<file path="src/rtl/segment_register_bank.sv">
// Bank of NUM_SEGS segment registers with two combinational read ports and a
// LIFO shadow stack that saves/restores the whole bank in one cycle.
module segment_register_bank #(
  parameter int               WIDTH       = 16,
  parameter int               NUM_SEGS    = 4,
  parameter int               SEL_W       = 2,
  parameter int               DEPTH       = 4,
  parameter logic [WIDTH-1:0] RESET_VALUE = '0
) (
  input  logic                         clk,
  input  logic                         reset,
  input  logic                         load_en,
  input  logic [SEL_W-1:0]             load_sel,
  input  logic [WIDTH-1:0]             load_data,
  input  logic [SEL_W-1:0]             rd_sel_a,
  input  logic [SEL_W-1:0]             rd_sel_b,
  output logic [WIDTH-1:0]             rd_data_a,
  output logic [WIDTH-1:0]             rd_data_b,
  output logic [WIDTH-1:0]             isr_data_out,
  input  logic                         save,
  input  logic                         restore,
  output logic [$clog2(DEPTH+1)-1:0]   depth_count,
  output logic                         stack_full,
  output logic                         stack_empty,
  output logic                         err
);

  localparam int CNT_W = $clog2(DEPTH + 1);
  localparam int PTR_W = (DEPTH > 1) ? $clog2(DEPTH) : 1;

  logic [WIDTH-1:0] bank_q   [NUM_SEGS];
  logic [WIDTH-1:0] bank_d   [NUM_SEGS];
  logic [WIDTH-1:0] shadow_q [DEPTH][NUM_SEGS];

  logic [CNT_W-1:0] depth_count_q, depth_count_d;
  logic             stack_full_q, stack_full_d;
  logic             stack_empty_q, stack_empty_d;
  logic             err_q, err_d;

  logic             load_in_range;
  logic             load_ok;
  logic             push;
  logic             pop;
  logic [PTR_W-1:0] wr_ptr;
  logic [PTR_W-1:0] rd_ptr;

  always_comb begin
    load_in_range = (32'(load_sel) < NUM_SEGS);
    push          = save && !restore && !stack_full_q;
    pop           = restore && !save && !stack_empty_q;
    wr_ptr        = PTR_W'(depth_count_q);
    rd_ptr        = PTR_W'(depth_count_q - CNT_W'(1));
    // A lone restore owns the bank this cycle, even when it fails on an empty stack.
    load_ok       = load_en && load_in_range && !(restore && !save);

    for (int i = 0; i < NUM_SEGS; i++) begin
      bank_d[i] = bank_q[i];
      if (pop) begin
        bank_d[i] = shadow_q[rd_ptr][i];
      end else if (load_ok && (32'(load_sel) == 32'(i))) begin
        bank_d[i] = load_data;
      end
    end

    depth_count_d = depth_count_q;
    if (push) begin
      depth_count_d = depth_count_q + CNT_W'(1);
    end else if (pop) begin
      depth_count_d = depth_count_q - CNT_W'(1);
    end
    stack_full_d  = (32'(depth_count_d) == DEPTH);
    stack_empty_d = (depth_count_d == '0);

    err_d = err_q;
    if (load_en && !load_in_range)               err_d = 1'b1;
    if (save && restore)                         err_d = 1'b1;
    if (save && !restore && stack_full_q)        err_d = 1'b1;
    if (restore && !save && stack_empty_q)       err_d = 1'b1;
  end

  always_ff @(posedge clk or posedge reset) begin
    if (reset) begin
      for (int i = 0; i < NUM_SEGS; i++) begin
        bank_q[i] <= RESET_VALUE;
      end
      depth_count_q <= '0;
      stack_full_q  <= 1'b0;
      stack_empty_q <= 1'b1;
      err_q         <= 1'b0;
    end else begin
      for (int i = 0; i < NUM_SEGS; i++) begin
        bank_q[i] <= bank_d[i];
      end
      depth_count_q <= depth_count_d;
      stack_full_q  <= stack_full_d;
      stack_empty_q <= stack_empty_d;
      err_q         <= err_d;
    end
  end

  // Shadow contents are don't-care after reset, so no reset branch here.
  always_ff @(posedge clk) begin
    if (push) begin
      for (int i = 0; i < NUM_SEGS; i++) begin
        shadow_q[wr_ptr][i] <= bank_q[i];
      end
    end
  end

  always_comb begin
    rd_data_a = '0;
    rd_data_b = '0;
    if (32'(rd_sel_a) < NUM_SEGS) rd_data_a = bank_q[rd_sel_a];
    if (32'(rd_sel_b) < NUM_SEGS) rd_data_b = bank_q[rd_sel_b];
  end

  assign isr_data_out = bank_q[0];
  assign depth_count  = depth_count_q;
  assign stack_full   = stack_full_q;
  assign stack_empty  = stack_empty_q;
  assign err          = err_q;

endmodule

</file>
<file path="config.mk">
export PLATFORM = sky130hd
export DESIGN_NAME = segment_register_bank
export DESIGN_NICKNAME = d
export VERILOG_FILES = /design/src/rtl/segment_register_bank.sv
export SDC_FILE = /design/constraint.sdc
export NUM_CORES = 1
export LEC_CHECK = 0
export ABC_AREA = 1
export BUFFER_PORTS_ARGS = -buffer_cell sky130_fd_sc_hd__clkbuf_2
export CAP_MARGIN = 20
export CORE_MARGIN = 2
export CORE_UTILIZATION = 55
export CTS_CLUSTER_DIAMETER = 60
export DETAILED_ROUTE_END_ITERATION = 12
export PLACE_DENSITY_LB_ADDON = 0.12
export REMOVE_ABC_BUFFERS = 1
export SLEW_MARGIN = 20
export SYNTH_ARGS = -nofsm -noshare
export SYNTH_HDL_FRONTEND = slang
export SYNTH_SLANG_ARGS = --single-unit
</file>
<file path="constraint.sdc">
create_clock -name clk -period 7.4 [get_ports clk]
set_input_delay 0.37 -clock clk [delete_from_list [all_inputs] [get_ports clk]]
set_output_delay 0.37 -clock clk [all_outputs]
set_load 0.005 [all_outputs]
</file>
# Word-level counts from Yosys, hierarchy flattened
# Memories as Yosys holds them, arrays and structs flattened.
# Cells that the tools add are included.
# word_totals
regBits,70
latch_bits,0
ramBits,256
rom_bits,0
elab_cells,64
n_memories,1
# classes
n_addsub,2
multipliers,0
div,0
order_cmp,2
n_eq_ne,4
shift,0
muxes,21
n_bitwise,2
reduce_logical,24
# mem_list
name,depth,width,read_ports,rd_clocked_by_memory_dff,wr,line,text
shadow_q,4,64,1,0,1,33,logic [WIDTH-1:0] shadow_q [DEPTH][NUM_SEGS];
# op_table
cell,n
$mux W16,12
$bmux W16 S2,2
$logic_and A1 B1 Y1,12
$reduce_bool A2 Y1,4
$ge A3 B3 Y1 const B,2
$mux W3,2
$not A2 Y3,2
$logic_not A1 Y1,5
$mux W1,5
$eq A2 B2 Y1 const B,2
$add A3 B1 Y3 const B,1
$eq A3 B3 Y1 const B,1
$logic_not A3 Y1,1
$reduce_bool A3 Y1,1
$sub A3 B1 Y3 const B,1
$eq A2 B1 Y1 const B,1
$logic_not A2 Y1,1

# Longest topological paths before layout
# Gate-level depths: netlist (run 1).
# logic_depth
word_depth,7
mapped_depth,13
ltp_nobuf,10

# Worst setup path after synthesis (run 1)
# OpenSTA, ideal clock, no wires.
# synth_timing
path_kind,register to register
from,register depth_count_q[0] (netlist: depth_count[0])
to,"memory shadow_q[0][0] in the netlist's numbering, enable pin"
setup_ns,0.487
t_arrival_ns,3.932
required_time_ns,6.913
slack_ns,2.981
path_stages_with_launch,8
path_buffers,3
cell_sequence,dfrtp_1 > buf_2 > inv_2 > buf_4 > buf_2 > ha_1 > inv_1 > nor2_1
# synth_lines
element,line,text
from (decl),35,"logic [CNT_W-1:0] depth_count_q, depth_count_d;"
from (signal assigned),94,depth_count_q <= depth_count_d;
to (decl),33,
# No word-level cell before the write port.

# Final worst setup path (run 1)
# layout_timing
from,register depth_count_q[0] (netlist: depth_count[0])
to,register bank_q[45] in the netlist's numbering
# layout_via
elab_chain_cells,3
# layout_rtl
element,line,text
$sub A3 B1 Y3,--,
$mem_v2 Z4 W64,--,
$mux W16,58,if (pop) begin
"to (signal, indexed assignment)",92,bank_q[i] <= bank_d[i];
to (decl),31,logic [WIDTH-1:0] bank_q [NUM_SEGS];
# Every way passes these cells.
# A chain may end at the register's enable or synchronous reset.

==> flow_metrics.py, run 1 <==
metrics = {
    "clock_tree": {
        "htreeDepth": 2,
        "tritoncts": "yes",
        "clkTransAtPathRegs_ns": 0.06,
        "clockBufferDepth": 3,
        "post_cts.repair.setup_buffers": 0,
        "cts_hold_repair.buffers": 1,
        "ctsResizeCount": 0,
        "clkSinkCount": 326,
        "cts.root.buffer_cell": "clkbuf_16",
        "numCtsBuffers": 36,
        "worst_skew_pair.late_latency_ns": 0.51,
    },
    "synthesis": {
        "synth_edf_count": 256,
        "synth_largest_area_cell": "edfxtp_1",
        "synth.cell_area_sq_um": 14000,
        "synthesis.yosys.warnings": 0,
        "dominantRegCellSynth": "edfxtp_1",
        "async_flop_share_pct": 21.5,
        "netlist.area_leader.share_pct": 54.9,
        "netlist_instances": 1350,
        "synth_top_cells_by_count": "nand2_1, edfxtp_1, nand3_1",
        "synthMostInstantiatedCell": "nand2_1",
        "ys_seq_elements": 326,
        "ys_seq_area_share_pct": 67.4,
        "synth_cell_type_count": 23,
        "yosys-top-cells-area": "edfxtp_1, dfrtp_1, nand2_1, nand3_1, nor2_1",
        "synth_area_per_cell_sq_um": 10.4,
    },
    "detailed_routing": {
        "routed_wirelength_mm": 37.5,
        "ant_nets": 0,
        "highest_layer": "met4",
        "post_drt_wl_per_cell_microns": 21.4,
        "routed-via-count": 10300,
        "met3_length_mm": 3.04,
        "drt-initial-drc-count": 986,
        "detail_route.drc_violations": 0,
        "routed_via_density": 5.87,
        "drt_pre_antenna_iters": 5,
        "wl_met2_mm": 17.9,
        "drt-met1-wl_mm": 15.5,
    },
    "sta": {
        "achievable-frequency_mhz": 312,
        "final-hold-violation-count": 0,
        "report.final.setup_viol": 0,
        "skew_ns": 0.0121,
        "worst_slew_margin_pct": 31.2,
        "drv_slew": 0,
        "period_needed_ns": 3.21,
        "timing.setup.tns_ns": 0,
        "final.period_utilization_pct": 43.4,
        "transition_time_at_the_pin_with_the_least_slew_margin_ns": 1.03,
        "grt_setup_unrepaired": "no",
    },
    "run": {
        "maxCapViolCount": 0,
    },
    "global_routing": {
        "grt_antenna_before_repair": 0,
        "grt_pass1_vias": 10000,
        "grt_max_degree": 93,
        "grt_remaining_overflow": 0,
        "global_route.usage.total_pct": 28.7,
        "grt_pass1_wl_mm": 57.6,
    },
    "floorplanning": {
        "initial_core_util_pct": 55.8,
        "ioPinCount": 81,
        "die_y_microns": 164,
        "overall_die_area_sq_um": 26800,
        "core.rowCount": 58,
        "die_width_microns": 164,
        "core-area_sq_um": 25100,
    },
    "critical_path": {
        "required_worst_endpoint_ns": 7.79,
        "cell_occurring_most_often_along_the_worst_timing_path": "nand2_1",
        "timing.critical_path.slowest_stage_cell": "dfrtp_4",
        "timing.critical_path.max_delay_family": "buffers and inverters",
        "critPathLaunchType": "flip-flop",
        "worstPathCellList": "clkinv_2 > ha_2 > buf_4 > nor2_1 > nand2_1 > nand3_1 > nand2_1 > nand2_1",
        "path_class": "reg -> reg",
        "cp_data_arrival_time_ns": 3.60,
        "end_kind": "flip-flop",
        "path_max_fanout": 57,
        "slowest_delay_ns": 0.82,
        "cp.buffers_inverters": 2,
    },
    "pwr": {
        "power.ir.vdd_worst_v": 0.000319,
        "ratio_of_total_power_to_cell_area_nw_per_um2": 429,
        "comb_power_share_pct": 26.8,
        "power.net_switching_uw": 2380,
        "power_switching_share_pct": 35.1,
        "p_clk_share_pct": 28.6,
        "cellInternalPower_uw": 4390,
        "flop_pwr_share_pct": 44.6,
        "static-leakage-power_uw": 0.00629,
    },
    "final_layout": {
        "post_route_cells_drive_above_1_share_pct": 11.8,
        "fin_cells": 1748,
        "num_antenna_cells": 0,
        "syn2layout_area_growth_pct": 12.7,
        "finish.net_count": 1423,
    },
    "place": {
        "detailed_place_hpwl_mm": 18.9,
        "io_buffer_count": 80,
        "gpl.final_weighted_congestion": 0.792,
        "place.detailed.instances": 1683,
    },
    "hold_path": {
        "min-delay-path-class": "in -> reg",
    },
    "status": {
        "run_status": "completed",
    },
}
[logic make-up (layout without fill, tap and decap cells)]
group                    count (synthesis)  in the layout  synth area share [%]
adder cells (fa/ha/maj)                  4              4                 0.357
flip-flops                             326            326                  67.4
AND/OR/NAND/NOR                        713            713                  21.0
AO/OA/AOI/OAI                          163            163                  6.36
buffers and inverters                  143            211                  4.80
XOR/XNOR                                 1              1                0.0625
[cell usage in the layout (no fill, tap or decap), drive strengths merged, types with 13 or more instances in the layout]
cell type	count
nand2	360
edfxtp	256
nand3	198
nor2	152
clkbuf	129
o21ai	117
dfrtp	69
inv	49
o22ai	32
buf	16
o211ai	13
[per-layer routing]
layer  GRT usage (%)  vias up
li1                -     4717
met1            40.3     4995
met2            46.0      464
met3            4.55       79
met4            9.81        0
met5               0        -
[cell type report]
cell class | count | area [sq um]
timing repair buffer | 97 | 531
sequential | 326 | 9440
tap | 330 | 413
inverter | 50 | 190
clock inverter | 15 | 279
multi-input combinational | 881 | 3930
fill | 2068 | 9320
clock buffer | 49 | 1000
[power by group through the flow]
stage	clock (uW)	combinational [uW]	sequential, uW
3_3_place_gp	0	1780	3030
5_1_grt	2030	2050	3080
3_5_place_dp	0	1820	3050
2_1_floorplan	0	1170	2940
4_1_cts	1950	1830	3020
6_report	1930	1820	3020
[worst min-delay path, cell delays in order]
cell	delay [ns]
clkbuf_2	0.09
nand2_1	0.06
nand2_1	0.07
nand2_1	0.04
nand2_1	0.05
[flip-flops by register name, indices dropped and copies added (netlist names)]
name,flops
shadow_q,256
stack_full,1
isr_data_out,16
depth_count,3
stack_empty,1
bank_q,48
err,1
[per-stage QoR]
stage | instance area (sq um) | hold slack [ns] | setup WS, ns | power, uW | utilization, %
floorplan | 13500 | 0.470 | 0.714 | 4100 | -
global placement | 14500 | 0.461 | 4.22 | 4810 | 57.7
detailed placement | 14500 | 0.460 | 4.18 | 4870 | 57.7
CTS | 15800 | 0.196 | 4.16 | 6790 | 62.9
global route | 15800 | 0.234 | 3.93 | 7150 | 62.9
finish | 15800 | 0.208 | 4.19 | 6760 | 62.9
[path summary, 6_finish.rpt]
kind	endpoint	from	slack, ns	cells after the start
worst max-delay path	bank_q[45]$_DFFE_PP0P_	depth_count[0]$_DFF_PP0_	4.19	8
worst min-delay path	bank_q[17]$_DFFE_PP0P_	load_data[1]	0.21	5
worst max register to register	bank_q[45]$_DFFE_PP0P_	depth_count[0]$_DFF_PP0_	4.19	8
worst min register to register	isr_data_out[13]$_DFFE_PP0P_	shadow_q[0][61]$_DFFE_PP_	0.51	2
max in group asynchronous	bank_q[36]$_DFFE_PP0P_	reset	5.85	4
min in group asynchronous	bank_q[40]$_DFFE_PP0P_	reset	0.47	3
Power figures use the tool's default switching activity.
==> run 2, diff against run 1 <==
==> constraint.sdc (replaced) <==
create_clock -name clk -period 2.6 [get_ports clk]
set_input_delay 0.13 -clock clk [delete_from_list [all_inputs] [get_ports clk]]
set_output_delay 0.13 -clock clk [all_outputs]
set_load 0.005 [all_outputs]
==> run 2 against run 1 <==
  * Largest power group unchanged
  * Non-clock buffer count up 27
  * Global-route usage up 0.18 points
  * Critical path type unchanged
  * Largest cell class unchanged
  * Die area did not move
  * Total power rose to 2.8 times the previous value
  * Clock skew down 0.0025 ns
==> flow_metrics.py, run 2 (synthesis gave the netlist of run 1 again) <==
metrics = {
    "status": {
        "run_status": "completed",
    },
    "global_routing": {
        "grt_remaining_overflow": 0,
        "global_route.usage.total_pct": 28.9,
        "grt_antenna_before_repair": 0,
        "grt_max_degree": 92,
        "grt_pass1_vias": 10200,
        "grt_pass1_wl_mm": 57.5,
    },
    "final_layout": {
        "fin_cells": 1774,
        "finish.instance_area_sq_um": 16000,
        "number_of_flip_flops_under_the_largest_register_name": 256,
        "fillers": 2069,
        "register_area_sq_um": 9440,
        "finish.utilization_pct": 63.6,
        "layout.cells.most_common": "nand2_1",
        "syn2layout_area_growth_pct": 14.0,
        "finish.net_count": 1449,
        "post_route_cells_drive_above_1_share_pct": 12.7,
        "largest-register": "shadow_q",
        "multi_input_combinational_cell_area_sq_um": 3930,
        "mostFrequentLayoutCells": "nand2_1, edfxtp_1, nand3_1",
        "num_antenna_cells": 0,
    },
    "pwr": {
        "flop_pwr_share_pct": 44.5,
        "ratio_of_total_power_to_cell_area_nw_per_um2": 1190,
        "power.ir.vdd_worst_v": 0.00122,
        "finalPower_uw": 18900,
        "power_switching_share_pct": 35.8,
        "cellInternalPower_uw": 12200,
        "static-leakage-power_uw": 0.00638,
        "power.net_switching_uw": 6780,
        "comb_power_share_pct": 29.6,
        "p_clk_share_pct": 25.9,
    },
    "critical_path": {
        "required_worst_endpoint_ns": 3.04,
        "path_class": "reg -> reg",
        "end_kind": "flip-flop",
        "crit-reg2reg-launch": "depth_count[0]$_DFF_PP0_",
        "reg2regPathDepth": 6,
        "worst-r2r-setup-slack_ns": 0.58,
        "path_max_fanout": 91,
        "critPathLaunchType": "flip-flop",
        "cp_data_arrival_time_ns": 2.46,
        "worstReg2RegEnd": "bank_q[2]$_DFFE_PP0P_",
    },
    "sta": {
        "timing.setup.tns_ns": 0,
        "worst_slew_margin_pct": 28.8,
        "transition_time_at_the_pin_with_the_least_slew_margin_ns": 1.07,
        "skew_ns": 0.00956,
        "grt_setup_unrepaired": "no",
        "final-hold-violation-count": 0,
        "drv_slew": 0,
        "report.final.setup_viol": 0,
        "period_needed_ns": 2.02,
        "final.period_utilization_pct": 77.7,
        "achievable-frequency_mhz": 495,
    },
    "detailed_routing": {
        "drt_pre_antenna_iters": 5,
        "ant_nets": 0,
        "routed_wirelength_mm": 37.7,
        "drt-initial-drc-count": 1072,
        "routed-via-count": 10400,
        "post_drt_wl_per_cell_microns": 21.2,
        "detail_route.drc_violations": 0,
        "routed_via_density": 5.86,
    },
    "clock_tree": {
        "tritoncts": "yes",
        "cts.root.buffer_cell": "clkbuf_16",
        "numCtsBuffers": 35,
        "post_cts.repair.setup_buffers": 0,
        "clockBufferDepth": 3,
        "htreeDepth": 2,
        "clkTransAtPathRegs_ns": 0.06,
        "ctsResizeCount": 0,
        "worst_skew_pair.late_latency_ns": 0.51,
        "clkSinkCount": 326,
    },
    "place": {
        "detailed_place_hpwl_mm": 20.6,
        "io_buffer_count": 80,
        "place.detailed.instances": 1706,
        "gpl.final_weighted_congestion": 0.815,
        "dpl-instance-area_sq_um": 14800,
    },
    "hold_path": {
        "hold_path.startpoint": "load_data[8]",
        "hold_path_end": "bank_q[40]$_DFFE_PP0P_",
        "whs_path_depth": 5,
        "min-delay-path-class": "in -> reg",
    },
    "floorplanning": {
        "die_width_microns": 164,
        "core-area_sq_um": 25100,
        "core.rowCount": 58,
        "initial_core_util_pct": 55.8,
        "die_y_microns": 164,
        "overall_die_area_sq_um": 26800,
        "ioPinCount": 81,
    },
    "run": {
        "maxCapViolCount": 0,
    },
}
==> run 2: worst max path at each step <==
stage / start / endpoint / slack, ns / depth (start not counted)
floorplan: depth_count[0]$_DFF_PP0_ / stack_empty$_DFF_PP1_ / -4.09 / 8
global placement: depth_count[0]$_DFF_PP0_ / isr_data_out[1]$_DFFE_PP0P_ / 0.66 / 6
detailed placement: depth_count[0]$_DFF_PP0_ / isr_data_out[1]$_DFFE_PP0P_ / 0.63 / 6
CTS: depth_count[0]$_DFF_PP0_ / depth_count[0] / 0.58 / 2
global route: depth_count[0]$_DFF_PP0_ / bank_q[7]$_DFFE_PP0P_ / 0.46 / 6
finish: depth_count[0]$_DFF_PP0_ / bank_q[2]$_DFFE_PP0P_ / 0.58 / 6
==> run 2: critical path, stage by stage (launching register included) <==
cell      delay, ns
dfrtp_4        0.50
clkinv_2       0.08
buf_4          0.80
o21ai_0        0.28
nand2_1        0.12
nand2_1        0.05
nand3_1        0.08
==> run 2: routing by layer <==
| metal | global-route usage [%] | vias up | wire, microns |
|---|---|---|---|
| met3 | 6.27 | 100 | 3630 |
| met2 | 45.1 | 493 | 17200 |
| met1 | 40.3 | 5029 | 15500 |
| met5 | 0 | - | 0 |
| li1 | - | 4775 | - |
| met4 | 10.5 | 0 | 1320 |
==> run 2: power by group through the flow <==
| stage | clock network (uW) | registers (uW) | logic [uW] |
|---|---|---|---|
| after CTS | 4950 | 8400 | 5630 |
| after floorplan | 0 | 8360 | 3320 |
| final | 4910 | 8420 | 5610 |
| after global routing | 5170 | 8600 | 6250 |
| after global placement | 0 | 8440 | 5490 |
| after detailed placement | 0 | 8500 | 5590 |
==> run 2: metrics by stage <==
stage	worst slack, ns	hold slack [ns]
finish	0.579	0.00229
global route	0.463	0.0307
CTS	0.583	0.000459
detailed placement	0.628	0.230
global placement	0.658	0.217
floorplan	-4.09	0.353
==> run 2: final cells by class <==
type                    count  share of cell area [%]
clock inverters            14                   0.846
repair buffers            124                    5.36
flip-flops and latches    326                    59.1
multi-input cells         881                    24.6
inverters                  50                    1.19
clock buffers              49                    6.27
well taps                 330                    2.59
==> run 2: timing repair <==
action,CTS,global route
hold buffers,5,0
endpoints found under the hold margin,34,0
endpoints found under the setup margin,0,0
